### config.mk
export PLATFORM = sky130hd
export DESIGN_NAME = bram_byte_sequencer
export DESIGN_NICKNAME = d
export VERILOG_FILES = /design/src/rtl/bram_byte_sequencer.sv
export SDC_FILE = /design/constraint.sdc
export NUM_CORES = 1
export LEC_CHECK = 0
export ABC_AREA = 1
export BUFFER_PORTS_ARGS = -buffer_cell sky130_fd_sc_hd__buf_2
export CAP_MARGIN = 20
export CORE_ASPECT_RATIO = 0.5
export CORE_MARGIN = 1
export CORE_UTILIZATION = 39
export CTS_CLUSTER_DIAMETER = 30
export DETAILED_ROUTE_END_ITERATION = 16
export PLACE_DENSITY = 0.74
export SYNTH_ARGS = -nofsm -noshare
export SYNTH_HDL_FRONTEND = slang
export SYNTH_SLANG_ARGS = --single-unit
### constraint.sdc
create_clock -name i_clk -period 3.65 [get_ports i_clk]
set_input_delay 0.73 -clock i_clk [delete_from_list [all_inputs] [get_ports i_clk]]
set_output_delay 0.73 -clock i_clk [all_outputs]
set_load 0.01 [all_outputs]
### src/rtl/bram_byte_sequencer.sv
// rtl/bram_byte_sequencer.sv - byte/half/word load-store sequencer for a byte-wide BRAM
module bram_byte_sequencer #(
  parameter int ADDR_WIDTH = 10
) (
  input  logic                  i_clk,
  input  logic                  i_rst,
  input  logic                  i_req,
  input  logic                  i_we,
  input  logic [1:0]            i_size,
  input  logic                  i_unsigned,
  input  logic [31:0]           i_addr,
  input  logic [31:0]           i_wdata,
  output logic                  o_busy,
  output logic                  o_done,
  output logic [31:0]           o_rdata,
  output logic [ADDR_WIDTH-1:0] o_mem_addr,
  output logic [7:0]            o_mem_data,
  output logic                  o_mem_write,
  input  logic [7:0]            i_mem_data
);

  localparam logic [1:0] S_IDLE  = 2'd0;
  localparam logic [1:0] S_READ  = 2'd1;
  localparam logic [1:0] S_WRITE = 2'd2;

  localparam logic [1:0] SZ_BYTE = 2'b00;
  localparam logic [1:0] SZ_HALF = 2'b01;

  logic [1:0]            r_state;
  logic [ADDR_WIDTH-1:0] r_base;      // address of byte 0
  logic [2:0]            r_nbytes;    // 1, 2 or 4
  logic [1:0]            r_size;
  logic                  r_unsigned;
  logic [2:0]            r_cnt;       // cycles elapsed since the accept edge
  logic [31:0]           r_wshift;    // remaining store bytes, next one in [31:24]
  logic [23:0]           r_acc;       // load bytes captured so far, newest in [7:0]
  logic                  r_busy;
  logic                  r_done;
  logic [31:0]           r_rdata;
  logic [ADDR_WIDTH-1:0] r_mem_addr;
  logic [7:0]            r_mem_data;
  logic                  r_mem_write;

  logic                  w_accept;
  logic [2:0]            w_nbytes;
  logic [31:0]           w_wdata_aligned;
  logic [ADDR_WIDTH-1:0] w_issue_addr;
  logic                  w_last_write;
  logic                  w_read_final;
  logic                  w_read_issue;
  logic                  w_read_capture;
  logic [31:0]           w_acc_next;
  logic [31:0]           w_load_result;
  logic                  w_unused;

  // Upper address bits are ignored: addresses wrap inside the BRAM.
  assign w_unused = &{1'b0, i_addr[31:ADDR_WIDTH]};

  assign w_accept = i_req && (r_state == S_IDLE);

  // Byte count and left-aligned store value (first byte to send sits in [31:24]).
  always_comb begin
    w_nbytes        = 3'd4;
    w_wdata_aligned = i_wdata;
    case (i_size)
      SZ_BYTE: begin
        w_nbytes        = 3'd1;
        w_wdata_aligned = {i_wdata[7:0], 24'h000000};
      end
      SZ_HALF: begin
        w_nbytes        = 3'd2;
        w_wdata_aligned = {i_wdata[15:0], 16'h0000};
      end
      default: begin
        w_nbytes        = 3'd4;
        w_wdata_aligned = i_wdata;
      end
    endcase
  end

  // r_cnt equals k at edge E0+k, so it doubles as the byte index to issue.
  assign w_issue_addr   = r_base + ADDR_WIDTH'(r_cnt);
  assign w_last_write   = (r_cnt == r_nbytes);
  assign w_read_issue   = (r_cnt < r_nbytes);
  assign w_read_capture = (r_cnt >= 3'd2);
  assign w_read_final   = (r_cnt == (r_nbytes + 3'd1));
  assign w_acc_next     = {r_acc, i_mem_data};

  // Sign/zero extension of the assembled big-endian value.
  always_comb begin
    w_load_result = w_acc_next;
    case (r_size)
      SZ_BYTE: w_load_result = r_unsigned ? {24'h000000, w_acc_next[7:0]}
                                          : {{24{w_acc_next[7]}}, w_acc_next[7:0]};
      SZ_HALF: w_load_result = r_unsigned ? {16'h0000, w_acc_next[15:0]}
                                          : {{16{w_acc_next[15]}}, w_acc_next[15:0]};
      default: w_load_result = w_acc_next;
    endcase
  end

  // Control FSM: request latch, cycle counter, busy/done handshake.
  always_ff @(posedge i_clk or posedge i_rst) begin
    if (i_rst) begin
      r_state    <= S_IDLE;
      r_base     <= '0;
      r_nbytes   <= 3'd0;
      r_size     <= 2'b00;
      r_unsigned <= 1'b0;
      r_cnt      <= 3'd0;
      r_busy     <= 1'b0;
      r_done     <= 1'b0;
    end else begin
      r_done <= 1'b0;
      case (r_state)
        S_IDLE: begin
          if (w_accept) begin
            r_base     <= i_addr[ADDR_WIDTH-1:0];
            r_nbytes   <= w_nbytes;
            r_size     <= i_size;
            r_unsigned <= i_unsigned;
            r_cnt      <= 3'd1;
            r_busy     <= 1'b1;
            r_state    <= i_we ? S_WRITE : S_READ;
          end
        end
        S_WRITE: begin
          if (w_last_write) begin
            r_state <= S_IDLE;
            r_busy  <= 1'b0;
            r_done  <= 1'b1;
            r_cnt   <= 3'd0;
          end else begin
            r_cnt <= r_cnt + 3'd1;
          end
        end
        S_READ: begin
          if (w_read_final) begin
            r_state <= S_IDLE;
            r_busy  <= 1'b0;
            r_done  <= 1'b1;
            r_cnt   <= 3'd0;
          end else begin
            r_cnt <= r_cnt + 3'd1;
          end
        end
        default: begin
          r_state <= S_IDLE;
          r_busy  <= 1'b0;
          r_cnt   <= 3'd0;
        end
      endcase
    end
  end

  // BRAM port: one address per cycle; write enable only while storing.
  always_ff @(posedge i_clk or posedge i_rst) begin
    if (i_rst) begin
      r_mem_addr  <= '0;
      r_mem_data  <= 8'h00;
      r_mem_write <= 1'b0;
      r_wshift    <= 32'h00000000;
    end else begin
      case (r_state)
        S_IDLE: begin
          r_mem_write <= 1'b0;
          if (w_accept) begin
            r_mem_addr <= i_addr[ADDR_WIDTH-1:0];
            if (i_we) begin
              r_mem_write <= 1'b1;
              r_mem_data  <= w_wdata_aligned[31:24];
              r_wshift    <= {w_wdata_aligned[23:0], 8'h00};
            end
          end
        end
        S_WRITE: begin
          if (w_last_write) begin
            r_mem_write <= 1'b0;
          end else begin
            r_mem_write <= 1'b1;
            r_mem_addr  <= w_issue_addr;
            r_mem_data  <= r_wshift[31:24];
            r_wshift    <= {r_wshift[23:0], 8'h00};
          end
        end
        S_READ: begin
          r_mem_write <= 1'b0;
          if (w_read_issue) begin
            r_mem_addr <= w_issue_addr;
          end
        end
        default: begin
          r_mem_write <= 1'b0;
        end
      endcase
    end
  end

  // Load assembly: BRAM data for byte k arrives two edges after its address.
  always_ff @(posedge i_clk or posedge i_rst) begin
    if (i_rst) begin
      r_acc   <= 24'h000000;
      r_rdata <= 32'h00000000;
    end else begin
      if (w_accept && !i_we) begin
        r_acc <= 24'h000000;
      end else if ((r_state == S_READ) && w_read_capture) begin
        if (w_read_final) begin
          r_rdata <= w_load_result;
        end else begin
          r_acc <= w_acc_next[23:0];
        end
      end
    end
  end

  assign o_busy      = r_busy;
  assign o_done      = r_done;
  assign o_rdata     = r_rdata;
  assign o_mem_addr  = r_mem_addr;
  assign o_mem_data  = r_mem_data;
  assign o_mem_write = r_mem_write;

endmodule

==> flow_summary.toml <==
[outcome]
status = "completed"

[sta]
hold_violations = 0
finalCriticalPeriod_ps = 2490
tns_ps = 0
max_freq_ghz = 0.401
slew_headroom_pct = 44.8
min_period_over_period_pct = 68.3
skew_ps = 9.05
tightest_slew_ps = 828
rsz0062_at_grt = "no"
finalMaxSlewViolations = 0
setup_viol = 0

[global_route]
antenna_found_initial = 0
grt_use_total_pct = 18.8
grt_max_degree = 76
grt_pass1_wl_mm = 23.2
grt_pass1_vias = 4615
overflow = 0

[setup_path]
cp_max_fo = 23
start_kind = "flip-flop"
reg2reg_depth = 10
crit_start = "r_state[0]"
path_common_cell = "nand2_1"
critPathMaxStageDelay_ps = 420
r2r-start = "r_state[0]"
arrival_ps = 2830
crit_path_end_kind = "flip-flop"
worst-endpoint-required_ps = 3980
crit_type = "flip-flop to flip-flop"
rrSetupSlack_ps = 1160
crit_path_end = "r_wshift[30]"
worstReg2RegEnd = "r_wshift[30]"
path_cells = "inv_1 > ha_1 > nand2_1 > inv_2 > nand2_1 > o21ai_1 > nand2_1 > inv_2 > nor2_1 > a31oi_1"
critPathSlowestCell = "dfrtp_1"

[cts]
clkTransAtPathRegs_ps = 60
clock-sinks = 122
clk_latency_ps = 410
cts-hold-fix-buffers = 0
cts_root_buf = "clkbuf_16"
cts_resized = 0
clockBufferDepth = 2
cts_tree = "yes"
htreeDepth = 4
postCtsSetupRepairBufs = 0
numCtsBuffers = 17

[flow_run]
drv_cap = 0

[place]
dp_hpwl_mm = 9.75
numPortBuffers = 109
placed_area_mm2 = 0.00663
gp_congestion = 0.864

[detailed_routing]
first_pass_iters = 6
num_vias = 5049
avgViaCountPerCell = 5.03
first_iter_violations = 442
ant_nets = 0
routedWlPerCell_um = 14.4
drt_wl_total_mm = 14.4
drc = 0

[power]
powerDensity_mw_per_mm2 = 863
power.leakage_nw = 3.57
ir_drop_uv = 385

[synth]
syn_inst = 688
yosysWarnings = 0
syn-cell-area_mm2 = 0.00597
synth_cell_types = 38
yosysSeqAreaShare_pct = 51.1
syn_nets = 781
synth.avg_cell_area_um2 = 8.68
synth-seq-cells = 122

[layout]
nets = 885
fillers = 1369
layout_common_cells = "nand2_1 (155), dfrtp_1 (122), buf_2 (109)"
area_growth_pct = 21.2
register_area_mm2 = 0.00305
multi_input_area_mm2 = 0.00245
num_antenna_cells = 0
drive_above_1_share_pct = 24.5
design_area_mm2 = 0.00724
mostFrequentLayoutCell = "nand2_1"

[die]
die_w_um = 177
fp-row-count = 31
ioPinCount = 132
start_util_pct = 40.6
core_mm2 = 0.0147
dieArea_mm2 = 0.0158
fp.dieH_um = 89.5

[hold_path]
worstHoldPathType = "primary input to async pin"
synthesized netlist by cell type (all sizes together):
| master | number | area (µm²) |
|---|---|---|
| a21boi | 2 | 18.8 |
| a22oi | 8 | 60.1 |
| inv | 69 | 259 |
| o21a | 8 | 60.1 |
| nand2 | 159 | 612 |
| o21ai | 65 | 325 |
| ha | 13 | 163 |
| fa | 1 | 20.0 |
| o31ai | 2 | 15.0 |
| nor3 | 1 | 5.00 |
| clkbuf | 13 | 78.8 |
| nand3b | 1 | 7.51 |
| a31oi | 9 | 56.3 |
| nor2 | 73 | 303 |
| nand4 | 5 | 31.3 |
| or2 | 2 | 12.5 |
| xor2 | 2 | 17.5 |
| buf | 18 | 138 |
| a21oi | 68 | 457 |
| o211ai | 1 | 7.51 |
| nand3 | 28 | 163 |
| o22ai | 18 | 113 |
| dfrtp | 122 | 3050 |
area by class of cell:
class | instances | share of cell area, %
Clock buffer | 18 | 6.06
Clock inverter | 14 | 2.35
Inverter | 69 | 3.63
Multi-Input combinational cell | 466 | 33.8
Sequential cell | 122 | 42.2
Tap cell | 198 | 3.42
Timing Repair Buffer | 116 | 8.60
layer usage:
| layer | track usage, % | vias to the layer above | routed length (µm) |
|---|---|---|---|
| li1 | - | 2483 | - |
| met1 | 25.8 | 2379 | 6680 |
| met2 | 29.3 | 162 | 6640 |
| met3 | 4.08 | 25 | 839 |
| met4 | 7.45 | 0 | 252 |
| met5 | 0 | - | 0 |
how the worst min path moves through the flow:
stage | endpoint | slack (ps)
global placement | o_mem_addr[4] | 460
global route | o_mem_addr[5] | 410
finish | o_done | 360
floorplan | r_wshift[18] | 450
detailed placement | o_mem_addr[3] | 460
CTS | r_base[8] | 370
power by group:
part	internal (W)	switching, W
registers	0.00190	0.000357
clock network	0.00109	0.000629
logic	0.000837	0.00144
worst max-delay path, delay by kind of cell, from the launching register on:
| kind | cells | cell delay, ps |
|---|---|---|
| DFF | 1 | 420 |
| AOI/OAI and AO/OA | 2 | 270 |
| and+or+nand+nor | 4 | 730 |
| adders and majority gates | 1 | 210 |
| buffers and inverters | 3 | 790 |
sequential cells by signal (all words and copies together), names as in the netlist:
register,count
r_size,2
o_mem_write,1
r_unsigned,1
r_wshift,24
o_rdata,32
o_busy,1
o_mem_data,8
r_cnt,3
r_state,2
r_nbytes,3
o_done,1
r_acc,24
r_base,10
o_mem_addr,10
logic make-up after synthesis:
group | count (synthesis) | synth area share (%)
XOR/XNOR | 2 | 0.293
buffers and inverters | 100 | 7.96
adder cells (fa/ha/maj) | 14 | 3.06
flip-flops | 122 | 51.1
AO/OA/AOI/OAI | 181 | 18.6
AND/OR/NAND/NOR | 269 | 19.0
through the flow:
stage	cells	setup WS [ps]	hold slack [ps]	util (%)	power [W]
global route	1003	949	413	49.3	0.00670
global placement	971	1140	459	45.1	0.00443
floorplan	688	1420	453	-	0.00385
finish	1003	1160	363	49.3	0.00625
detailed placement	971	1110	461	45.1	0.00452
CTS	1003	1200	374	49.3	0.00627
No activity file was read; power rests on OpenSTA's default activity.
